## config.mk

```make
export PLATFORM = sky130hd
export DESIGN_NAME = alu_arbiter_flat
export DESIGN_NICKNAME = d
export VERILOG_FILES = /design/src/rtl/alu_arbiter_if.sv /design/src/rtl/alu_arbiter.sv /design/src/flat_wrapper.sv
export SDC_FILE = /design/constraint.sdc
export NUM_CORES = 1
export LEC_CHECK = 0
export BUFFER_PORTS_ARGS = -buffer_cell sky130_fd_sc_hd__buf_2
export CORE_MARGIN = 2
export CORE_UTILIZATION = 41
export CTS_CLUSTER_SIZE = 16
export DETAILED_ROUTE_END_ITERATION = 16
export GPL_ROUTABILITY_DRIVEN = 1
export PLACE_DENSITY = 0.74
export SYNTH_ARGS = -nofsm -noshare
export SYNTH_HDL_FRONTEND = slang
export SYNTH_SLANG_ARGS = --single-unit
```

## constraint.sdc

```tcl
create_clock -name clk -period 1.83 [get_ports clk]
set_input_delay 0.183 -clock clk [delete_from_list [all_inputs] [get_ports clk]]
set_output_delay 0.183 -clock clk [all_outputs]
set_load 0.005 [all_outputs]
```

## src/rtl/alu_arbiter_if.sv

```systemverilog
// Bundle of request, shared-ALU and response signals between two requesters
// and the alu_arbiter. The arbiter connects through the slave modport; the
// requesters and ALU sit on the master side.
interface alu_arbiter_if #(
  parameter int WIDTH = 32
);

  logic             req_valid_0;
  logic             req_valid_1;
  logic             req_ready_0;
  logic             req_ready_1;
  logic [3:0]       req_sel_0;
  logic [3:0]       req_sel_1;
  logic [WIDTH-1:0] req_a_0;
  logic [WIDTH-1:0] req_b_0;
  logic [WIDTH-1:0] req_a_1;
  logic [WIDTH-1:0] req_b_1;

  logic [3:0]       alu_sel;
  logic [WIDTH-1:0] alu_a;
  logic [WIDTH-1:0] alu_b;
  logic [WIDTH-1:0] alu_result;
  logic             alu_zero;

  logic             rsp_valid_0;
  logic             rsp_valid_1;
  logic             rsp_ready_0;
  logic             rsp_ready_1;
  logic [WIDTH-1:0] rsp_data;
  logic             rsp_zero;

  logic [15:0]      issue_cnt_0;
  logic [15:0]      issue_cnt_1;

  modport slave (
    input  req_valid_0, req_valid_1, req_sel_0, req_sel_1,
           req_a_0, req_b_0, req_a_1, req_b_1,
           alu_result, alu_zero, rsp_ready_0, rsp_ready_1,
    output req_ready_0, req_ready_1, alu_sel, alu_a, alu_b,
           rsp_valid_0, rsp_valid_1, rsp_data, rsp_zero,
           issue_cnt_0, issue_cnt_1
  );

  modport master (
    output req_valid_0, req_valid_1, req_sel_0, req_sel_1,
           req_a_0, req_b_0, req_a_1, req_b_1,
           alu_result, alu_zero, rsp_ready_0, rsp_ready_1,
    input  req_ready_0, req_ready_1, alu_sel, alu_a, alu_b,
           rsp_valid_0, rsp_valid_1, rsp_data, rsp_zero,
           issue_cnt_0, issue_cnt_1
  );

endinterface

```

## src/rtl/alu_arbiter.sv

```systemverilog
// Round-robin arbiter sharing one combinational ALU between two requesters.
// One operation is in flight at a time: accept (IDLE), capture the ALU result
// (EXEC), then hold the registered result until the owner consumes it (RESP).
module alu_arbiter #(
  parameter int WIDTH = 32
) (
  input  logic          clk,
  input  logic          rst_n,
  alu_arbiter_if.slave  bus
);

  typedef enum logic [1:0] {
    IDLE = 2'd0,
    EXEC = 2'd1,
    RESP = 2'd2
  } state_t;

  state_t           state_q, state_d;
  logic             last_grant_q, last_grant_d;
  logic             owner_q, owner_d;
  logic [3:0]       sel_q, sel_d;
  logic [WIDTH-1:0] a_q, a_d;
  logic [WIDTH-1:0] b_q, b_d;
  logic [WIDTH-1:0] rsp_data_q, rsp_data_d;
  logic             rsp_zero_q, rsp_zero_d;
  logic [15:0]      issue_cnt_0_q, issue_cnt_0_d;
  logic [15:0]      issue_cnt_1_q, issue_cnt_1_d;

  logic             grant_0;
  logic             grant_1;
  logic             req_ready_0;
  logic             req_ready_1;
  logic             rsp_valid_0;
  logic             rsp_valid_1;

  // Round-robin pick: a lone requester always wins, a tie goes to whoever was not served last
  always_comb begin
    grant_0 = bus.req_valid_0 && (!bus.req_valid_1 || last_grant_q);
    grant_1 = bus.req_valid_1 && (!bus.req_valid_0 || !last_grant_q);
  end

  // Next-state, latch updates and handshake outputs for the IDLE/EXEC/RESP sequence
  always_comb begin
    state_d       = state_q;
    last_grant_d  = last_grant_q;
    owner_d       = owner_q;
    sel_d         = sel_q;
    a_d           = a_q;
    b_d           = b_q;
    rsp_data_d    = rsp_data_q;
    rsp_zero_d    = rsp_zero_q;
    issue_cnt_0_d = issue_cnt_0_q;
    issue_cnt_1_d = issue_cnt_1_q;
    req_ready_0   = 1'b0;
    req_ready_1   = 1'b0;
    rsp_valid_0   = 1'b0;
    rsp_valid_1   = 1'b0;

    case (state_q)
      IDLE: begin
        req_ready_0 = grant_0 && rst_n;
        req_ready_1 = grant_1 && rst_n;
        if (grant_0) begin
          sel_d         = bus.req_sel_0;
          a_d           = bus.req_a_0;
          b_d           = bus.req_b_0;
          owner_d       = 1'b0;
          last_grant_d  = 1'b0;
          issue_cnt_0_d = issue_cnt_0_q + 16'd1;
          state_d       = EXEC;
        end else if (grant_1) begin
          sel_d         = bus.req_sel_1;
          a_d           = bus.req_a_1;
          b_d           = bus.req_b_1;
          owner_d       = 1'b1;
          last_grant_d  = 1'b1;
          issue_cnt_1_d = issue_cnt_1_q + 16'd1;
          state_d       = EXEC;
        end
      end

      EXEC: begin
        rsp_data_d = bus.alu_result;
        rsp_zero_d = bus.alu_zero;
        state_d    = RESP;
      end

      RESP: begin
        rsp_valid_0 = !owner_q && rst_n;
        rsp_valid_1 = owner_q && rst_n;
        if (owner_q ? bus.rsp_ready_1 : bus.rsp_ready_0) begin
          state_d = IDLE;
        end
      end

      default: begin
        state_d = IDLE;
      end
    endcase
  end

  // State and datapath registers; reset drops any in-flight operation and gives requester 0 the first tie
  always_ff @(posedge clk) begin
    if (!rst_n) begin
      state_q       <= IDLE;
      last_grant_q  <= 1'b1;
      owner_q       <= 1'b0;
      sel_q         <= '0;
      a_q           <= '0;
      b_q           <= '0;
      rsp_data_q    <= '0;
      rsp_zero_q    <= 1'b0;
      issue_cnt_0_q <= '0;
      issue_cnt_1_q <= '0;
    end else begin
      state_q       <= state_d;
      last_grant_q  <= last_grant_d;
      owner_q       <= owner_d;
      sel_q         <= sel_d;
      a_q           <= a_d;
      b_q           <= b_d;
      rsp_data_q    <= rsp_data_d;
      rsp_zero_q    <= rsp_zero_d;
      issue_cnt_0_q <= issue_cnt_0_d;
      issue_cnt_1_q <= issue_cnt_1_d;
    end
  end

  assign bus.req_ready_0 = req_ready_0;
  assign bus.req_ready_1 = req_ready_1;
  assign bus.alu_sel     = sel_q;
  assign bus.alu_a       = a_q;
  assign bus.alu_b       = b_q;
  assign bus.rsp_valid_0 = rsp_valid_0;
  assign bus.rsp_valid_1 = rsp_valid_1;
  assign bus.rsp_data    = rsp_data_q;
  assign bus.rsp_zero    = rsp_zero_q;
  assign bus.issue_cnt_0 = issue_cnt_0_q;
  assign bus.issue_cnt_1 = issue_cnt_1_q;

endmodule
```

## src/flat_wrapper.sv

```systemverilog
// flat-port wrapper written by rule: the top's interface ports become plain ports
module alu_arbiter_flat 
#(
  parameter int WIDTH = 32
)
  (clk, rst_n, bus_req_valid_0, bus_req_valid_1, bus_req_sel_0, bus_req_sel_1, bus_req_a_0, bus_req_b_0, bus_req_a_1, bus_req_b_1, bus_alu_result, bus_alu_zero, bus_rsp_ready_0, bus_rsp_ready_1, bus_req_ready_0, bus_req_ready_1, bus_alu_sel, bus_alu_a, bus_alu_b, bus_rsp_valid_0, bus_rsp_valid_1, bus_rsp_data, bus_rsp_zero, bus_issue_cnt_0, bus_issue_cnt_1);
  alu_arbiter_if #(.WIDTH(WIDTH)) bus_i ();
  input  logic clk;
  input  logic rst_n;
  input wire logic [$bits(bus_i.req_valid_0)-1:0] bus_req_valid_0;
  input wire logic [$bits(bus_i.req_valid_1)-1:0] bus_req_valid_1;
  input wire logic [$bits(bus_i.req_sel_0)-1:0] bus_req_sel_0;
  input wire logic [$bits(bus_i.req_sel_1)-1:0] bus_req_sel_1;
  input wire logic [$bits(bus_i.req_a_0)-1:0] bus_req_a_0;
  input wire logic [$bits(bus_i.req_b_0)-1:0] bus_req_b_0;
  input wire logic [$bits(bus_i.req_a_1)-1:0] bus_req_a_1;
  input wire logic [$bits(bus_i.req_b_1)-1:0] bus_req_b_1;
  input wire logic [$bits(bus_i.alu_result)-1:0] bus_alu_result;
  input wire logic [$bits(bus_i.alu_zero)-1:0] bus_alu_zero;
  input wire logic [$bits(bus_i.rsp_ready_0)-1:0] bus_rsp_ready_0;
  input wire logic [$bits(bus_i.rsp_ready_1)-1:0] bus_rsp_ready_1;
  output wire logic [$bits(bus_i.req_ready_0)-1:0] bus_req_ready_0;
  output wire logic [$bits(bus_i.req_ready_1)-1:0] bus_req_ready_1;
  output wire logic [$bits(bus_i.alu_sel)-1:0] bus_alu_sel;
  output wire logic [$bits(bus_i.alu_a)-1:0] bus_alu_a;
  output wire logic [$bits(bus_i.alu_b)-1:0] bus_alu_b;
  output wire logic [$bits(bus_i.rsp_valid_0)-1:0] bus_rsp_valid_0;
  output wire logic [$bits(bus_i.rsp_valid_1)-1:0] bus_rsp_valid_1;
  output wire logic [$bits(bus_i.rsp_data)-1:0] bus_rsp_data;
  output wire logic [$bits(bus_i.rsp_zero)-1:0] bus_rsp_zero;
  output wire logic [$bits(bus_i.issue_cnt_0)-1:0] bus_issue_cnt_0;
  output wire logic [$bits(bus_i.issue_cnt_1)-1:0] bus_issue_cnt_1;
  assign bus_i.req_valid_0 = bus_req_valid_0;
  assign bus_i.req_valid_1 = bus_req_valid_1;
  assign bus_i.req_sel_0 = bus_req_sel_0;
  assign bus_i.req_sel_1 = bus_req_sel_1;
  assign bus_i.req_a_0 = bus_req_a_0;
  assign bus_i.req_b_0 = bus_req_b_0;
  assign bus_i.req_a_1 = bus_req_a_1;
  assign bus_i.req_b_1 = bus_req_b_1;
  assign bus_i.alu_result = bus_alu_result;
  assign bus_i.alu_zero = bus_alu_zero;
  assign bus_i.rsp_ready_0 = bus_rsp_ready_0;
  assign bus_i.rsp_ready_1 = bus_rsp_ready_1;
  assign bus_req_ready_0 = bus_i.req_ready_0;
  assign bus_req_ready_1 = bus_i.req_ready_1;
  assign bus_alu_sel = bus_i.alu_sel;
  assign bus_alu_a = bus_i.alu_a;
  assign bus_alu_b = bus_i.alu_b;
  assign bus_rsp_valid_0 = bus_i.rsp_valid_0;
  assign bus_rsp_valid_1 = bus_i.rsp_valid_1;
  assign bus_rsp_data = bus_i.rsp_data;
  assign bus_rsp_zero = bus_i.rsp_zero;
  assign bus_issue_cnt_0 = bus_i.issue_cnt_0;
  assign bus_issue_cnt_1 = bus_i.issue_cnt_1;
  alu_arbiter #(.WIDTH(WIDTH)) u_core (.clk(clk), .rst_n(rst_n), .bus(bus_i));
endmodule
```

==> flow_summary.ini <==
[power]
power_frac_clock_pct = 41.0
swShare_pct = 26.58
leakagePower_uw = 0.003985
p_int_uw = 6016
irDropWorstVdd_mv = 0.6091
combPwrFrac_pct = 17.8
totalPowerFinal_uw = 8194
seq_power_share_pct = 41.3
switching_power_uw = 2178
p_per_area_nw_per_um2 = 961.2

[placed_design]
hpwl_um = 13300
numPortBuffers = 311
gp_congestion = 0.8580
dp_cells = 1183

[die]
die_w_um = 122.5
core.rowCount = 43
die_area_sq_um = 15000
start_util_pct = 41.78
die_h_um = 122.5
io-pin-count = 312
core_sq_um = 13770

[finish]
final_util_pct = 61.89
stdcell_count = 1236
layout.nets = 1221
drive_gt1_share_pct = 36.40
area_growth_pct = 48.14

[timing]
max_freq_ghz = 0.5775
final-setup-viol-count = 0
worst_slew_pin_slew_ns = 0.5051
maxSlewHeadroom_pct = 66.32
finalMaxSlewViolations = 0
finClkSkew_ns = 0.004312
fin_crit_sh_pct = 94.62
fin_crit_ns = 1.731
rsz0062_at_grt = true
tns_ns = 0
hold_viol_final = 0

[clock_tree]
cts_tree = done
clk_pin_slew_ns = 0.06
post_cts_buffers = 0
clock_latency_ns = 0.42
cts_max_path_buffers = 2
cts_made_buffers = 17
clock_sinks = 137
ctsHtreeMaxLevel = 4
cts_root_buf = clkbuf_16

[synth]
netlist_area_sq_um = 5754
synthFlopType = dfxtp_1
ys_types = 35
synth_top_cell_by_area = dfxtp_1
synthTopCellsByArea = dfxtp_1 48%, a311oi_1 10%, nand2_1 9.9%
synth-edff-count = 0
avgSynthCellArea_sq_um = 7.948
yosysWarnings = 0
ys_ff_latch = 137
ys_seq_area_share_pct = 47.66
async_flop_share_pct = 0
syn-instance-count = 724
syn-num-nets = 901
synth_top_area_share_pct = 47.66

[grt]
track_usage_pct = 24.58
grt_max_degree = 76
antenna_found_initial = 1
grt_overflow = 0
grt_pass1_wl_um = 29110
grt_pass1_vias = 6079

[setup_path]
worst-setup-path-type = reg -> reg
rrSetupSlack_ns = 0.1
startpoint_type = flip-flop
critical_path.max_fanout = 6
worst-endpoint-required_ns = 2.18
endpoint_kind = flip-flop
cp.arrival_ns = 2.08

[routing]
vias = 6466
final_antenna_net_count = 0
drc = 0
firstDrtPassIters = 4
viasPerCell = 5.231
wl_per_cell_um = 15.49
drt_iter0_markers = 459
wirelength_um = 19140

[run_status]
status = finished, final reports clean

[hold_path]
hold_class = in -> reg

[flow_run]
max_cap_viol_count = 0
path summary, 6_finish.rpt:
| check | from | endpoint | cells after the start |
|---|---|---|---|
| min reg2reg | u_core.bus.rsp_data[13]$_SDFFE_PN0N_ | u_core.bus.rsp_data[13]$_SDFFE_PN0N_ | 2 |
| min | bus_alu_result[3] | u_core.bus.rsp_data[3]$_SDFFE_PN0N_ | 3 |
| max reg2reg | u_core.bus.issue_cnt_1[1]$_SDFFE_PN0P_ | u_core.bus.issue_cnt_1[14]$_SDFFE_PN0P_ | 5 |
| max | u_core.bus.issue_cnt_1[1]$_SDFFE_PN0P_ | u_core.bus.issue_cnt_1[14]$_SDFFE_PN0P_ | 5 |
final cells by class:
| cell class | count | area (sq um) |
|---|---|---|
| fillers | 1220 | 5249 |
| multi-input cells | 520 | 2820 |
| flip-flops and latches | 137 | 2745 |
| repair buffers | 363 | 2140 |
| clock buffers | 22 | 474.2 |
| well taps | 180 | 225.2 |
| clock inverters | 8 | 96.34 |
| inverters | 5 | 21.27 |
| diodes | 1 | 2.502 |
critical path: stages (launching register included):
cell	delay, ns
dfxtp_1	0.39
ha_1	0.16
nor3b_1	0.31
nand3_1	0.26
or3_1	0.40
a21oi_1	0.14
Yosys cell counts (all sizes together) (4+ instances only):
cell,count
or3,8
or4,5
inv,5
a21oi,48
buf,8
nand2,152
a311oi,68
xor2,12
o31ai,5
nand3,80
clkbuf,54
nand4,8
and4,4
dfxtp,137
o21ai,7
and3,4
mux2i,4
nor2,91
power by group through the flow:
stage / Clock [uW] / Sequential [uW] / Combinational (uW)
after global placement: 0 / 3430 / 1400
after floorplan: 0 / 3460 / 665
after detailed placement: 0 / 3440 / 1420
final: 3360 / 3380 / 1460
after global routing: 3540 / 3410 / 1620
after CTS: 3400 / 3380 / 1460
placed cells by master (no fill, tap or decap), types with 5 or more instances in the layout:
master	n
dlygate4sd3_1	22
nand3_1	77
a21oi_1	48
xor2_1	12
o31ai_1	5
nand4_1	8
buf_2	311
or4_1	5
dfxtp_1	135
or3_1	7
a311oi_1	68
clkbuf_16	17
buf_12	11
buf_4	19
nand2_1	151
nor2_1	89
o21ai_0	7
sequential cells by signal, indices dropped and copies added (netlist names):
| signal | cells |
|---|---|
| u_core.bus.alu_b | 32 |
| u_core.bus.issue_cnt_0 | 16 |
| u_core.bus.issue_cnt_1 | 16 |
| u_core.owner_q | 1 |
| u_core.bus.rsp_data | 32 |
| u_core.bus.rsp_zero | 1 |
| u_core.bus.alu_a | 32 |
| u_core.state_q | 2 |
| u_core.bus.alu_sel | 4 |
| u_core.last_grant_q | 1 |
cell families after synthesis:
group           synth area share [%]
compound gates                 16.11
xor+xnor                       2.283
fa+ha+maj                     0.4348
buf+inv                        4.457
flops                          47.66
mux                           0.6958
simple gates                   28.35
metrics by stage:
step / hold slack (ns) / worst slack [ns] / area, sq um
after floorplan: 0.3190 / 0.001164 / 5766
after global placement: 0.4261 / 0.05836 / 7687
after detailed placement: 0.4329 / 0.02745 / 7687
after CTS: 0.003067 / 0.01730 / 8494
after global routing: 0.008055 / -0.01076 / 8524
final: 0.01785 / 0.09852 / 8524
routing by layer:
metal / global-route usage [%] / part of all wire (%) / vias up
met1: 27.65 / 39 / 2958
met4: 10.85 / 2.8 / 0
li1: - / - / 3195
met2: 41.67 / 49 / 268
met5: 0 / 0 / -
met3: 8.922 / 9.1 / 45
repair_timing:
item	in CTS	in global routing
pin swaps	0	1
hold buffers	22	0
endpoints found under the hold margin	22	0
cloned	0	0
resized for setup	3	5
setup endpoints to repair	3	10
Note: power is estimated with default switching activity, not from simulation.
